===== src/rtl/hotspot_pkg.sv =====
// rtl/hotspot_pkg.sv - shared FSM states, screen/grid defaults and overlay sprite geometry
package hotspot_pkg;

  typedef enum logic [1:0] {IDLE, ACCUM, CALC, WAIT_VS} state_t;

  localparam int GRID_W_DEF = 16;
  localparam int GRID_H_DEF = 9;
  localparam int PWR_W_DEF  = 24;
  localparam int CELL_W_DEF = 30;
  localparam int CELL_H_DEF = 30;
  localparam int SCR_W_DEF  = 480;
  localparam int SCR_H_DEF  = 272;

  // Sprite size is shared with the overlay renderer.
  localparam int THD_SIZE = 49;
  localparam int THD_HALF = (THD_SIZE - 1) / 2;

  function automatic logic [15:0] clamp16(input logic [15:0] v,
                                          input logic [15:0] lo,
                                          input logic [15:0] hi);
    return (v < lo) ? lo : ((v > hi) ? hi : v);
  endfunction

endpackage


===== src/rtl/hotspot_coord_map.sv =====
// rtl/hotspot_coord_map.sv - two-stage grid cell to clamped screen pixel centre map
module hotspot_coord_map #(
  parameter int COL_W    = 4,
  parameter int ROW_W    = 4,
  parameter int CELL_W   = hotspot_pkg::CELL_W_DEF,
  parameter int CELL_H   = hotspot_pkg::CELL_H_DEF,
  parameter int SCR_W    = hotspot_pkg::SCR_W_DEF,
  parameter int SCR_H    = hotspot_pkg::SCR_H_DEF,
  parameter int THD_HALF = hotspot_pkg::THD_HALF
) (
  input  logic             clk_pix,
  input  logic             rst,
  input  logic             start,
  input  logic [COL_W-1:0] col,
  input  logic [ROW_W-1:0] row,
  output logic [15:0]      x,
  output logic [15:0]      y
);
  import hotspot_pkg::*;

  localparam logic [15:0] X_LO = 16'(THD_HALF);
  localparam logic [15:0] X_HI = 16'(SCR_W - 1 - THD_HALF);
  localparam logic [15:0] Y_LO = 16'(THD_HALF);
  localparam logic [15:0] Y_HI = 16'(SCR_H - 1 - THD_HALF);

  logic [15:0] cx, cy;
  logic        stage2;

  // x/y hold the clamped result until the next start, so they act as the shadow.
  always_ff @(posedge clk_pix or posedge rst) begin
    if (rst) begin
      cx     <= '0;
      cy     <= '0;
      stage2 <= 1'b0;
      x      <= 16'(SCR_W / 2);
      y      <= 16'(SCR_H / 2);
    end else begin
      stage2 <= start;
      if (start) begin
        cx <= 16'(col) * 16'(CELL_W) + 16'(CELL_W / 2);
        cy <= 16'(row) * 16'(CELL_H) + 16'(CELL_H / 2);
      end
      if (stage2) begin
        x <= clamp16(cx, X_LO, X_HI);
        y <= clamp16(cy, Y_LO, Y_HI);
      end
    end
  end

endmodule


===== src/rtl/hotspot_locate.sv =====
// rtl/hotspot_locate.sv - peak cell search over a power grid, committed on display VS
// Optional HOTSPOT_THRESH_EN adds pwr_thd/hot_en gating of coordinate updates.
module hotspot_locate #(
  parameter int GRID_W   = hotspot_pkg::GRID_W_DEF,
  parameter int GRID_H   = hotspot_pkg::GRID_H_DEF,
  parameter int PWR_W    = hotspot_pkg::PWR_W_DEF,
  parameter int CELL_W   = hotspot_pkg::CELL_W_DEF,
  parameter int CELL_H   = hotspot_pkg::CELL_H_DEF,
  parameter int SCR_W    = hotspot_pkg::SCR_W_DEF,
  parameter int SCR_H    = hotspot_pkg::SCR_H_DEF,
  parameter int THD_HALF = hotspot_pkg::THD_HALF
) (
  input  logic             clk_pix,
  input  logic             rst,
  input  logic             s_valid,
  output logic             s_ready,
  input  logic [PWR_W-1:0] s_data,
  input  logic             s_sof,
  input  logic             vs_in,
`ifdef HOTSPOT_THRESH_EN
  input  logic [PWR_W-1:0] pwr_thd,
  output logic             hot_en,
`endif
  output logic [15:0]      pix_x,
  output logic [15:0]      pix_y,
  output logic [PWR_W-1:0] peak_pwr,
  output logic             loc_valid,
  output logic             frame_err
);
  import hotspot_pkg::*;

  localparam int COL_W = (GRID_W > 1) ? $clog2(GRID_W) : 1;
  localparam int ROW_W = (GRID_H > 1) ? $clog2(GRID_H) : 1;
  localparam logic [COL_W-1:0] COL_LAST  = COL_W'(GRID_W - 1);
  localparam logic [ROW_W-1:0] ROW_LAST  = ROW_W'(GRID_H - 1);
  localparam logic [COL_W-1:0] COL_FIRST = COL_W'((GRID_W == 1) ? 0 : 1);
  localparam logic [ROW_W-1:0] ROW_FIRST = ROW_W'((GRID_W == 1) ? 1 : 0);
  localparam bit               ONE_CELL  = (GRID_W * GRID_H == 1);

  state_t             state, next_state;
  logic [COL_W-1:0]   col, best_col;
  logic [ROW_W-1:0]   row, best_row;
  logic [PWR_W-1:0]   best, shadow_pwr;
  logic               calc_cnt, vs_r;
  logic               xfer, vs_rise, last_idx;
  logic               frame_start, accept, abort, calc_start, commit;
  logic [15:0]        map_x, map_y;

  assign xfer     = s_valid && s_ready;
  assign vs_rise  = vs_in && !vs_r;
  assign last_idx = (col == COL_LAST) && (row == ROW_LAST);

  always_ff @(posedge clk_pix or posedge rst) begin
    if (rst) state <= IDLE;
    else     state <= next_state;
  end

  always_comb begin
    next_state  = state;
    s_ready     = 1'b0;
    frame_start = 1'b0;
    accept      = 1'b0;
    abort       = 1'b0;
    calc_start  = 1'b0;
    commit      = 1'b0;
    case (state)
      IDLE: begin
        s_ready = 1'b1;
        if (xfer && s_sof) begin
          frame_start = 1'b1;
          next_state  = ONE_CELL ? CALC : ACCUM;
        end
      end
      ACCUM: begin
        s_ready = 1'b1;
        if (xfer) begin
          if (s_sof) begin
            frame_start = 1'b1;
            abort       = 1'b1;
            next_state  = ONE_CELL ? CALC : ACCUM;
          end else begin
            accept = 1'b1;
            if (last_idx) next_state = CALC;
          end
        end
      end
      CALC: begin
        calc_start = !calc_cnt;
        if (calc_cnt) next_state = WAIT_VS;
      end
      WAIT_VS: begin
        if (vs_rise) begin
          commit     = 1'b1;
          next_state = IDLE;
        end
      end
      default: next_state = IDLE;
    endcase
  end

  hotspot_coord_map #(
    .COL_W(COL_W), .ROW_W(ROW_W), .CELL_W(CELL_W), .CELL_H(CELL_H),
    .SCR_W(SCR_W), .SCR_H(SCR_H), .THD_HALF(THD_HALF)
  ) u_coord_map (
    .clk_pix (clk_pix),
    .rst     (rst),
    .start   (calc_start),
    .col     (best_col),
    .row     (best_row),
    .x       (map_x),
    .y       (map_y)
  );

`ifdef HOTSPOT_THRESH_EN
  logic hot;
  assign hot = (shadow_pwr >= pwr_thd);
`endif

  always_ff @(posedge clk_pix or posedge rst) begin
    if (rst) begin
      col        <= '0;
      row        <= '0;
      best       <= '0;
      best_col   <= '0;
      best_row   <= '0;
      calc_cnt   <= 1'b0;
      vs_r       <= 1'b0;
      shadow_pwr <= '0;
      pix_x      <= 16'(SCR_W / 2);
      pix_y      <= 16'(SCR_H / 2);
      peak_pwr   <= '0;
      loc_valid  <= 1'b0;
      frame_err  <= 1'b0;
`ifdef HOTSPOT_THRESH_EN
      hot_en     <= 1'b0;
`endif
    end else begin
      vs_r      <= vs_in;
      loc_valid <= commit;
      frame_err <= abort;
      calc_cnt  <= (state == CALC) && !calc_cnt;

      if (frame_start) begin
        best     <= s_data;
        best_col <= '0;
        best_row <= '0;
        col      <= COL_FIRST;
        row      <= ROW_FIRST;
      end else if (accept) begin
        // Strictly greater: ties keep the earliest cell in raster order.
        if (s_data > best) begin
          best     <= s_data;
          best_col <= col;
          best_row <= row;
        end
        if (col == COL_LAST) begin
          col <= '0;
          row <= row + 1'b1;
        end else begin
          col <= col + 1'b1;
        end
      end

      if (state == CALC && calc_cnt) shadow_pwr <= best;

      if (commit) begin
        peak_pwr <= shadow_pwr;
`ifdef HOTSPOT_THRESH_EN
        hot_en <= hot;
        if (hot) begin
          pix_x <= map_x;
          pix_y <= map_y;
        end
`else
        pix_x <= map_x;
        pix_y <= map_y;
`endif
      end
    end
  end

endmodule


===== config.mk =====
export PLATFORM = sky130hd
export DESIGN_NAME = hotspot_locate
export DESIGN_NICKNAME = d
export VERILOG_FILES = /design/src/rtl/hotspot_pkg.sv /design/src/rtl/hotspot_coord_map.sv /design/src/rtl/hotspot_locate.sv
export SDC_FILE = /design/constraint.sdc
export NUM_CORES = 1
export LEC_CHECK = 0
export BUFFER_PORTS_ARGS = -buffer_cell sky130_fd_sc_hd__buf_2
export CAP_MARGIN = 5
export CORE_AREA = 2 2 129 131
export CTS_CLUSTER_SIZE = 28
export DETAILED_ROUTE_END_ITERATION = 7
export DIE_AREA = 0 0 131 133
export GPL_ROUTABILITY_DRIVEN = 0
export HOLD_SLACK_MARGIN = 0.05
export PLACE_DENSITY = 0.71
export SLEW_MARGIN = 40
export SYNTH_ARGS = -nofsm -noshare
export SYNTH_HDL_FRONTEND = slang
export SYNTH_SLANG_ARGS = --single-unit

===== constraint.sdc =====
create_clock -name clk_pix -period 10.9 [get_ports clk_pix]
set_input_delay 0.545 -clock clk_pix [delete_from_list [all_inputs] [get_ports clk_pix]]
set_output_delay 0.545 -clock clk_pix [all_outputs]
set_load 0.005 [all_outputs]

**After elaboration in Yosys (flattened, before gate mapping)**

Index checks and enable logic that the tools add are counted.

- $add $sub $neg: 4
- Multipliers: 2
- Magnitude comparators: 5
- Equality and inequality tests: 10
- Multiplexer cells: 38
- Reduce and logical (&&, ||, !) cells: 16

Operator list:

| operator | number |
|---|---|
| 24-bit 2-to-1 mux | 3 |
| 16-bit 2-to-1 mux | 4 |
| 4-bit 2-to-1 mux | 12 |
| 16-bit by 5-bit < comparator with 1-bit output (second input constant) | 2 |
| 24-bit greater-than comparator | 1 |
| 9-bit by 4-bit adder with 10-bit output (second input constant) | 2 |
| 16-bit by 8-bit greater-than comparator with 1-bit output (second input constant) | 1 |
| 16-bit by 9-bit greater-than comparator with 1-bit output (second input constant) | 1 |
| 4-bit by 4-bit multiplier with 8-bit output (second input constant) | 2 |
| 2-bit 2-to-1 mux | 6 |
| 1-bit 2-to-1 mux | 11 |
| 4-bit by 1-bit adder with 4-bit output (second input constant) | 2 |
| 4-bit == test (second input constant) | 2 |
| 2-bit inequality test (second input constant) | 4 |
| 2-bit one-hot mux with 4 select lines | 1 |
| 1-bit logical AND | 6 |
| 2-bit nonzero test | 3 |
| 5-bit AND reduction | 1 |
| 2-bit == test (second input constant) | 2 |
| 2-bit AND reduction | 2 |
| 3-bit inequality test (second input constant) | 1 |
| 2-bit by 1-bit == test with 1-bit output (second input constant) | 1 |
| 1-bit zero test | 2 |
| 2-bit zero test | 1 |
| other kinds (2) | 2 |

- Register bits: 191
- Input port bits: 29
- Output and inout port bits: 59
- Word-level logic and storage cells: 94

**Logic depth before layout (Yosys ltp)**

Gate-level depths: netlist of run 1.

- Depth after elaboration: 9
- Depth in mapped cells: 11
- Gate-level depth less buffers: 11

**Hierarchy**

From an unflattened synthesis of run 1, not the netlist that was laid out.

- Cells, all modules: 834
- Area total of the unflattened synthesis: 8298.0 um^2

Modules (own cells, without submodules):

| module | times used | cells each | area an instance (um^2) |
|---|---|---|---|
| hotspot_locate | 1 | 559 | 5557.8 |
| hotspot_coord_map | 1 | 275 | 2740.1 |

**Worst setup path before layout of run 1**

Ideal clock, no wire load.

- Path kind: reg-to-reg
- Start point: reg best_row[0]
- End point: reg u_coord_map.cy[8]
- Setup time: 0.129 ns
- Arrival: 2.771 ns
- Required time: 10.771 ns
- Path slack: 8.000 ns
- Stages on the path, launching flop included: 11
- Buffers on the path: 0
- Period minus slack after synthesis: 2.900 ns
- Cell sequence: dfrtp_1 > fa_1 > fa_1 > inv_1 > fa_1 > nand2b_1 > a21oi_1 > xor2_1 > nand3_1 > xnor2_1 > o21ai_1

- Longest elaborated chain between the ends: 2

RTL lines:

| what | RTL line | RTL |
|---|---|---|
| start, declared | hotspot_locate.sv:42 | `logic [ROW_W-1:0] row, best_row;` |
| start signal, assigned | hotspot_locate.sv:154 | `best_row <= row;` |
| 4-bit by 4-bit multiplier with 8-bit output | hotspot_coord_map.sv:41 | `cy <= 16'(row) * 16'(CELL_H) + 16'(CELL_H / 2);` |
| 9-bit by 4-bit adder with 10-bit output | hotspot_coord_map.sv:41 |  |
| end signal, assigned | hotspot_coord_map.sv:41 |  |
| end, declared | hotspot_coord_map.sv:26 | `logic [15:0] cx, cy;` |

No other way between the ends.
A chain may end at the register's enable or synchronous reset.

**Final worst setup path of run 1**

- Start point: reg best_col[0]
- End point: reg u_coord_map.cx[8]

- Longest elaborated chain between the ends: 2

RTL lines:

| what | RTL line | RTL |
|---|---|---|
| start, declared | hotspot_locate.sv:41 | `logic [COL_W-1:0] col, best_col;` |
| start signal, assigned | hotspot_locate.sv:153 | `best_col <= col;` |
| 4-bit by 4-bit multiplier with 8-bit output | hotspot_coord_map.sv:40 | `cx <= 16'(col) * 16'(CELL_W) + 16'(CELL_W / 2);` |
| 9-bit by 4-bit adder with 10-bit output | hotspot_coord_map.sv:40 |  |
| end signal, assigned | hotspot_coord_map.sv:40 |  |
| end, declared | hotspot_coord_map.sv:26 |  |

No other way between the ends.

==> results of run 1 <==
[state kept, by name, indices dropped and copies added (netlist names), 4 cells and up, named ones only]
signal          cells
pix_y              10
u_coord_map.cx     10
shadow_pwr         24
u_coord_map.x      10
best_row            4
peak_pwr           24
best_col            4
pix_x              10
col                 4
row                 4
u_coord_map.cy      9
u_coord_map.y      10
best               24
[layer usage]
metal  GRT usage (%)  wire length, um  up-vias
met5               0               13        -
met4            5.97              222        2
met3            5.30              873       23
met2            29.0             7210      140
met1            30.0             8260     2920
li1                -                -     3053
[synth_stat cells, types with 9 or more instances]
library cell  number  area share (%)
fa_1              10             2.4
nand3_1           10            0.61
mux2i_1            9             1.1
ha_1              51             7.8
nand2_1          212             9.7
buf_4             16             1.5
dfstp_2           12             3.8
inv_1             63             2.9
xor2_1            11             1.2
o311ai_1          24             2.6
o211ai_2          20             3.0
xnor2_1           15             1.6
dfrtp_1          141              43
o21ai_0           52             3.2
nor2_1            64             2.9
a21oi_1           53             3.2
clkbuf_1          25             1.1
[path summary, 6_finish.rpt]
check | cells after the start | from | to | slack [ns]
setup reg to reg | 9 | best_col[0] | u_coord_map.cx[8] | 7.78
min in group clk_pix | 1 | vs_in | vs_r | 0.24
hold / removal | 2 | rst | peak_pwr[5] | 0.20
max in group asynchronous | 3 | rst | best_row[1] | 9.56
hold reg to reg | 2 | u_coord_map.x[4] | pix_x[4] | 0.45
setup / recovery | 9 | best_col[0] | u_coord_map.cx[8] | 7.78
[stage by stage]
stage	power (mW)	setup WS, ns	instances
after global routing	1.74	7.59	1171
after floorplan	0.970	6.25	892
after CTS	1.65	7.80	1171
after global placement	1.04	7.85	1138
final	1.64	7.78	1171
after detailed placement	1.05	7.79	1139
[power breakdown]
part | internal [mW] | switching (mW)
clock | 0.349 | 0.251
combinational | 0.145 | 0.254
sequential | 0.616 | 0.0288
total | 1.11 | 0.533
[area by class of cell]
class                      count  share of cell area (%)
clock inverter                14                    1.74
tap                          220                    2.97
timing repair buffer          84                    5.05
multi-input combinational    616                    41.4
sequential                   153                    41.4
clock buffer                  18                    4.73
inverter                      66                    2.72
[logic make-up (layout without fill, tap and decap cells)]
group | count (synthesis) | after routing | synth area share (%)
and+or+nand+nor | 322 | 322 | 16.2
buffers and inverters | 123 | 182 | 7.29
DFF | 153 | 153 | 46.7
other | 1 | 12 | 0.0456
AOI/OAI and AO/OA | 185 | 185 | 15.5
xor gates and xnor gates | 26 | 26 | 2.77
adders and majority gates | 61 | 61 | 10.2
muxes | 10 | 10 | 1.23
==> impl_metrics.yaml, run 1 <==
sta:
  setup-violations-final: 0
  min_period_over_period_pct: 28.6
  final.min_clock_period_ns: 3.12
  whs_ns: 0.201
  slew_violations: 0
  rsz0062_at_grt: "no"
  tightestPinTransition_ns: 0.665
  fmax_mhz: 321
  tns_ns: 0
  clock_skew_ns: 0.00818
  max-slew-margin-rel_pct: 55.7
  hold_viol: 0
worst_setup_path:
  start_kind: "register"
  critPathBufInv: 1
  cpLargestDelayFamily: "adder cells"
  cp_max_fo: 7
  crit_path_frequent_cell: "fa_1"
  slowest_delay_ns: 0.55
  cpMaxStageDelayCell: "fa_1"
  crit_path_end_kind: "register"
  worstPathArrival_ns: 3.41
  critPathRequiredTime_ns: 11.19
  cp_cell_sequence: "fa_1, fa_1, inv_1, fa_1, xnor2_1, nor3b_1, nand3_1, xnor2_1, o21ai_1"
  crit_type: "register to register"
clock_network:
  htree_levels: 4
  cts_resized: 0
  clock_path_buffers: 2
  insertion_delay_ns: 0.43
  clock-sinks: 153
  ctsRootBufferMaster: "clkbuf_16"
  postCtsHoldBufs: 0
  cts_tree: "built"
  path_clk_slew_ns: 0.06
  cts_setup_buffers: 0
  cts_buffers: 17
cells_and_area:
  seq_area_sq_um: 3840
  drive_gt1_share_pct: 17.6
  final_core_util_pct: 57.4
  layout_commonest_cell: "nand2_1"
  nets: 1028
  final_cell_mix: "nand2_1 (212), dfrtp_1 (141), buf_2 (75)"
  antenna_cells: 0
  area_growth_syn_to_layout_pct: 12.9
  multi_input_area_sq_um: 3840
  final_area_sq_um: 9280
  fill_cells: 1424
floorplan:
  fp.coreArea_sq_um: 16200
  ioPinCount: 88
  fp.dieW_um: 131
  die-area_sq_um: 17400
  num_rows: 47
  fp.dieH_um: 133
  initial_core_util_pct: 50.9
logic_synthesis:
  synthArstFlopShare_pct: 100
  synth_edf_count: 0
  synth-seq-cells: 153
  syn_area_per_cell_sq_um: 9.34
  yosysUniqueCellTypes: 57
  netlist_instances: 881
  synth_flop_cell: "dfrtp_1"
  synth_warnings: 0
  synth-seq-area-share_pct: 46.7
  syn_area_sq_um: 8230
pwr:
  power_per_cell_area_nw_per_um2: 177
  leakage_nw: 4.74
  vdd_drop_max_mv: 0.114
route:
  totalWireLength_um: 16600
  drt_iter0_drc: 460
  vias_per_cell: 5.24
  wl_per_cell_um: 14.2
  num_vias: 6138
  dr.pass1.iters: 5
  drcViolationCount: 0
  drtAntennaViolNets: 0
place:
  placed_area_sq_um: 8670
  dp_hpwl_um: 11200
  port_buffers: 75
global_route:
  grt_max_degree: 85
  overflow: 0
  antenna_found_initial: 1
  grt_pass1_vias: 5738
  grt_usage_pct: 20.2
  grt_pass1_wl_um: 27700
status:
  status: "completed"
worst_hold_path:
  min_path_type: "input port to async pin"
run:
  maxCapViolCount: 0
(Power assumes the default switching activity.)
==> run 2: changes to the inputs <==
Clock period 10.9 ns to 3.19 ns, I/O delays scaled along.
==> run 2 against run 1 <==
Compared with the run above:
- critical path depth grew 1
- setup slack got worse by 7.6 ns
- sequential cell count unchanged
- utilization grew 2.2 points
- largest cell class unchanged
- highest routed layer is now met4
==> impl_metrics.yaml, run 2 (synthesis gave the netlist of run 1 again) <==
status:
  status: "completed"
pwr:
  seq_power_share_pct: 38.2
  combPwrFrac_pct: 24.7
  p_sw_share_pct: 30.9
  p_int_mw: 3.97
  leakage_nw: 4.90
  p_switching_mw: 1.78
  power_per_cell_area_nw_per_um2: 596
  p_total_mw: 5.75
  p_clk_share_pct: 37.1
  vdd_drop_max_mv: 0.460
floorplan:
  fp.coreArea_sq_um: 16200
  num_rows: 47
  initial_core_util_pct: 50.9
  fp.dieW_um: 131
  die-area_sq_um: 17400
  ioPinCount: 88
  fp.dieH_um: 133
worst_setup_path:
  r2r_setup_slack_ns: 0.19
  worstPathArrival_ns: 3.29
  cp_max_fo: 4
  crit_path_frequent_cell: "fa_1"
  crit_type: "register to register"
  start_kind: "register"
  crit_path_end_kind: "register"
  cp_cell_sequence: "fa_1, fa_1, inv_1, fa_1, nand2b_1, a21oi_1, xor2_1, nand3_1, xnor2_1, o21ai_1"
  cpMaxStageDelayCell: "fa_1"
  critPathRequiredTime_ns: 3.49
  slowest_delay_ns: 0.52
  r2r_cells: 10
clock_network:
  path_clk_slew_ns: 0.06
  cts_resized: 0
  htree_levels: 4
  postCtsHoldBufs: 26
  clock-sinks: 153
  ctsRootBufferMaster: "clkbuf_16"
  cts_setup_buffers: 0
  insertion_delay_ns: 0.42
  clock_path_buffers: 2
  cts_buffers: 17
  cts_tree: "built"
route:
  drcViolationCount: 0
  route.met3.wl_um: 737
  top_layer: "met4"
  drtAntennaViolNets: 0
  num_vias: 6211
  vias_per_cell: 5.14
  routed-wl-met2_um: 7430
  totalWireLength_um: 17000
  met1_length_um: 8640
  dr.pass1.iters: 5
  drt_iter0_drc: 398
  wl_per_cell_um: 14.0
place:
  place_inst: 1151
  dp_hpwl_um: 11400
  placed_area_sq_um: 8750
  port_buffers: 75
sta:
  fmax_mhz: 334
  max-slew-margin-rel_pct: 49.7
  rsz0062_at_grt: "no"
  tightestPinTransition_ns: 0.754
  hold_viol: 0
  clock_skew_ns: 0.0123
  tns_ns: 0
  final.min_clock_period_ns: 3.00
  setup-violations-final: 0
  slew_violations: 0
  min_period_over_period_pct: 93.9
cells_and_area:
  drive_gt1_share_pct: 17.8
  multi_input_area_sq_um: 3840
  finalNonFillerCells: 1209
  final_core_util_pct: 59.6
  layout_commonest_cell: "nand2_1"
  final_cell_mix: "nand2_1 (212), dfrtp_1 (141), buf_2 (75)"
  seq_area_sq_um: 3840
  reg.largest.list: "best: 24 flops, peak_pwr: 24 flops, shadow_pwr: 24 flops"
  final_area_sq_um: 9640
  antenna_cells: 0
  area_growth_syn_to_layout_pct: 17.2
  nets: 1066
  fill_cells: 1378
global_route:
  grt_pass1_wl_um: 28300
  grt_pass1_vias: 5834
  grt_usage_pct: 20.5
  overflow: 0
  antenna_found_initial: 0
  grt_max_degree: 58
worst_hold_path:
  hold_depth: 3
  min_path_type: "input port to register"
run:
  maxCapViolCount: 0
-- run 2: routing by layer --
layer  vias to the layer above  track usage [%]
li1                       3120                -
met1                      2945             31.2
met2                       133             29.5
met3                        13             4.21
met4                         0             6.32
met5                         -                0
-- run 2: power groups by stage --
stage,clock (mW),combinational (mW),sequential [mW]
final,2.13,1.42,2.20
after global routing,2.26,1.60,2.22
after CTS,2.17,1.41,2.20
after detailed placement,0,1.37,2.23
after global placement,0,1.34,2.23
after floorplan,0,1.10,2.22
-- run 2: critical path, delay by kind of cell, from the launching register on --
family	cells	cell delay (ns)
compound gates	2	0.22
xor+xnor	2	0.43
flops	1	0.42
buf+inv	1	0.06
simple gates	2	0.30
fa+ha+maj	3	1.44
-- run 2: path summary, 6_finish.rpt --
kind / startpoint / endpoint
worst max-delay path: best_col[1] / u_coord_map.cx[8]
worst min-delay path: s_sof / state[0]
worst max register to register: best_col[1] / u_coord_map.cx[8]
worst min register to register: u_coord_map.x[4] / pix_x[4]
max in group asynchronous: rst / best[17]
min in group asynchronous: rst / peak_pwr[5]
-- run 2: area by class of cell --
class                           instances  area share (%)
Clock buffer                           19            4.49
Clock inverter                         13            1.99
Inverter                               66            2.61
Multi-Input combinational cell        616            39.8
Sequential cell                       153            39.9
Tap cell                              220            2.86
Timing Repair Buffer                  122            8.36
-- run 2: per-stage QoR --
stage	hold WS, ns	setup WS [ns]
after global placement	0.294	0.279
final	0.0766	0.195
after detailed placement	0.296	0.210
after floorplan	0.191	0.290
after CTS	0.0597	0.183
after global routing	0.0926	0.0119
==> run 3: changes to the inputs <==
Settings changed: CORE_AREA 2 2 129 131 to 3 3 130 132, DIE_AREA 0 0 131 133 to 0 0 133 135, PLACE_DENSITY 0.71 to 0.83.
==> run 3 against run 2 <==
Compared with the run above:
- critical path depth unchanged
- first-iteration DRC count increased by 33%
- via count increased by 4.6%
- clock power decreased by 7%
- combinational power about the same
- sequential cell count unchanged
- clock-buffer cell count unchanged
- clock skew decreased by 0.0051 ns
- setup slack got worse by 0.0029 ns
- worst hold slack improved by 0.0040 ns
- die area increased by 3.1%
- non-clock buffer count decreased by 1
- largest cell class unchanged
- largest power group unchanged
==> impl_metrics.yaml, run 3 (synthesis gave the netlist of run 1 again) <==
status:
  status: "completed"
sta:
  max-slew-margin-rel_pct: 47.2
  hold_viol: 0
  final.min_clock_period_ns: 3.00
  setup-violations-final: 0
  tns_ns: 0
  clock_skew_ns: 0.00726
  min_period_over_period_pct: 94.0
  rsz0062_at_grt: "no"
  fmax_mhz: 334
  slew_violations: 0
  tightestPinTransition_ns: 0.781
pwr:
  p_clk_share_pct: 35.2
  p_sw_share_pct: 33.1
  p_switching_mw: 1.87
  vdd_drop_max_mv: 0.435
  leakage_nw: 4.87
  combPwrFrac_pct: 25.7
  p_int_mw: 3.78
  power_per_cell_area_nw_per_um2: 588
  p_total_mw: 5.65
  seq_power_share_pct: 39.1
cells_and_area:
  drive_gt1_share_pct: 18.0
  area_growth_syn_to_layout_pct: 16.7
  nets: 1065
  antenna_cells: 0
  reg.largest.list: "best: 24 flops, peak_pwr: 24 flops, shadow_pwr: 24 flops"
  final_area_sq_um: 9600
  final_cell_mix: "nand2_1 (212), dfrtp_1 (141), buf_2 (75)"
  layout_commonest_cell: "nand2_1"
  fill_cells: 1251
route:
  wl_per_cell_um: 15.3
  drtAntennaViolNets: 0
  drcViolationCount: 0
  vias_per_cell: 5.39
  dr.pass1.iters: 5
  drt_iter0_drc: 529
  num_vias: 6494
  totalWireLength_um: 18400
floorplan:
  num_rows: 46
  fp.coreArea_sq_um: 15800
  initial_core_util_pct: 52.0
  fp.dieW_um: 133
  die-area_sq_um: 18000
  ioPinCount: 88
  fp.dieH_um: 135
clock_network:
  clock-sinks: 153
  cts_buffers: 17
  cts_tree: "built"
  clock_path_buffers: 2
  htree_levels: 4
  ctsRootBufferMaster: "clkbuf_16"
  insertion_delay_ns: 0.43
  path_clk_slew_ns: 0.07
worst_setup_path:
  r2r_cells: 10
  cp_cell_sequence: "fa_1, fa_1, inv_1, fa_1, nand2b_1, a21oi_1, xor2_1, buf_4, xor2_1, o21ai_0"
  startpoint: "best_col[1]"
  crit_path_frequent_cell: "fa_1"
  worstPathArrival_ns: 3.29
  r2r_end: "u_coord_map.cx[7]"
  cp_max_fo: 4
  crit_type: "register to register"
  cpMaxStageDelayCell: "fa_1"
  crit_path_end_kind: "register"
  start_kind: "register"
  r2r_setup_slack_ns: 0.19
  crit_path_end: "u_coord_map.cx[7]"
  r2r_start: "best_col[1]"
  critPathRequiredTime_ns: 3.49
  slowest_delay_ns: 0.53
run:
  maxCapViolCount: 0
global_route:
  grt_usage_pct: 21.1
  grt_pass1_wl_um: 30500
  overflow: 0
  grt_max_degree: 57
  antenna_found_initial: 0
  grt_pass1_vias: 6290
worst_hold_path:
  hold_depth: 3
  min_path_type: "input port to register"
place:
  port_buffers: 75
  placed_area_sq_um: 8740
  dp_hpwl_um: 12100
run 3: cell types whose count changed in the layout (fill, tap and decap cells not counted), moves of 2 or more:
cell,before,now
buf_4,20,18
inv_8,0,2
clkbuf_1,2,0
clkbuf_8,0,2
bufinv_16,4,1
run 3: metal layers:
metal	routed length, um	track usage (%)	vias to the layer above
li1	-	-	3124
met5	0	0	-
met4	605	9.99	0
met2	8750	33.8	222
met3	906	4.06	55
met1	8160	27.7	3093
run 3: worst min-delay path by stage:
stage | startpoint | endpoint | slack [ns]
floorplan | vs_in | vs_r | 0.19
detailed placement | rst | shadow_pwr[6] | 0.29
global route | s_sof | state[0] | 0.13
finish | s_sof | state[0] | 0.08
global placement | rst | shadow_pwr[6] | 0.30
CTS | s_sof | state[0] | 0.07
run 3: repair_timing:
item,4_1_cts,5_1_grt
setup buffers,0,2
endpoints found under the setup margin,0,3
hold buffers,26,0
resized for setup,0,1
hold endpoints to repair,55,0
run 3: through the flow:
step | worst slack (ns) | hold slack, ns | instances | utilization, %
floorplan | 0.290 | 0.191 | 892 | -
CTS | 0.125 | 0.0696 | 1202 | 60.5
finish | 0.192 | 0.0806 | 1204 | 60.7
global placement | 0.273 | 0.295 | 1144 | 55.2
detailed placement | 0.198 | 0.293 | 1144 | 55.2
global route | 0.00942 | 0.131 | 1204 | 60.7
run 3: layout make-up:
type	count	area, sq um	area share, %
inverters	66	251	2.62
clock inverters	13	131	1.37
well taps	216	270	2.81
multi-input cells	616	3840	40.0
repair buffers	121	811	8.44
flip-flops and latches	153	3840	40.0
clock buffers	19	453	4.72
run 3: critical path: cells and delay by family, from the launching register on:
| kind | cells | cell delay [ns] |
|---|---|---|
| AOI/OAI and AO/OA | 2 | 0.24 |
| xor gates and xnor gates | 2 | 0.36 |
| adders and majority gates | 3 | 1.45 |
| buffers and inverters | 2 | 0.21 |
| DFF | 1 | 0.44 |
| and+or+nand+nor | 1 | 0.16 |
run 3: power groups by stage:
| stage | Clock (mW) | Combinational (mW) | Sequential (mW) |
|---|---|---|---|
| final | 1.99 | 1.45 | 2.21 |
| after global routing | 2.10 | 1.62 | 2.23 |
| after detailed placement | 0 | 1.37 | 2.24 |
| after global placement | 0 | 1.30 | 2.22 |
| after floorplan | 0 | 1.10 | 2.22 |
| after CTS | 2.01 | 1.42 | 2.20 |
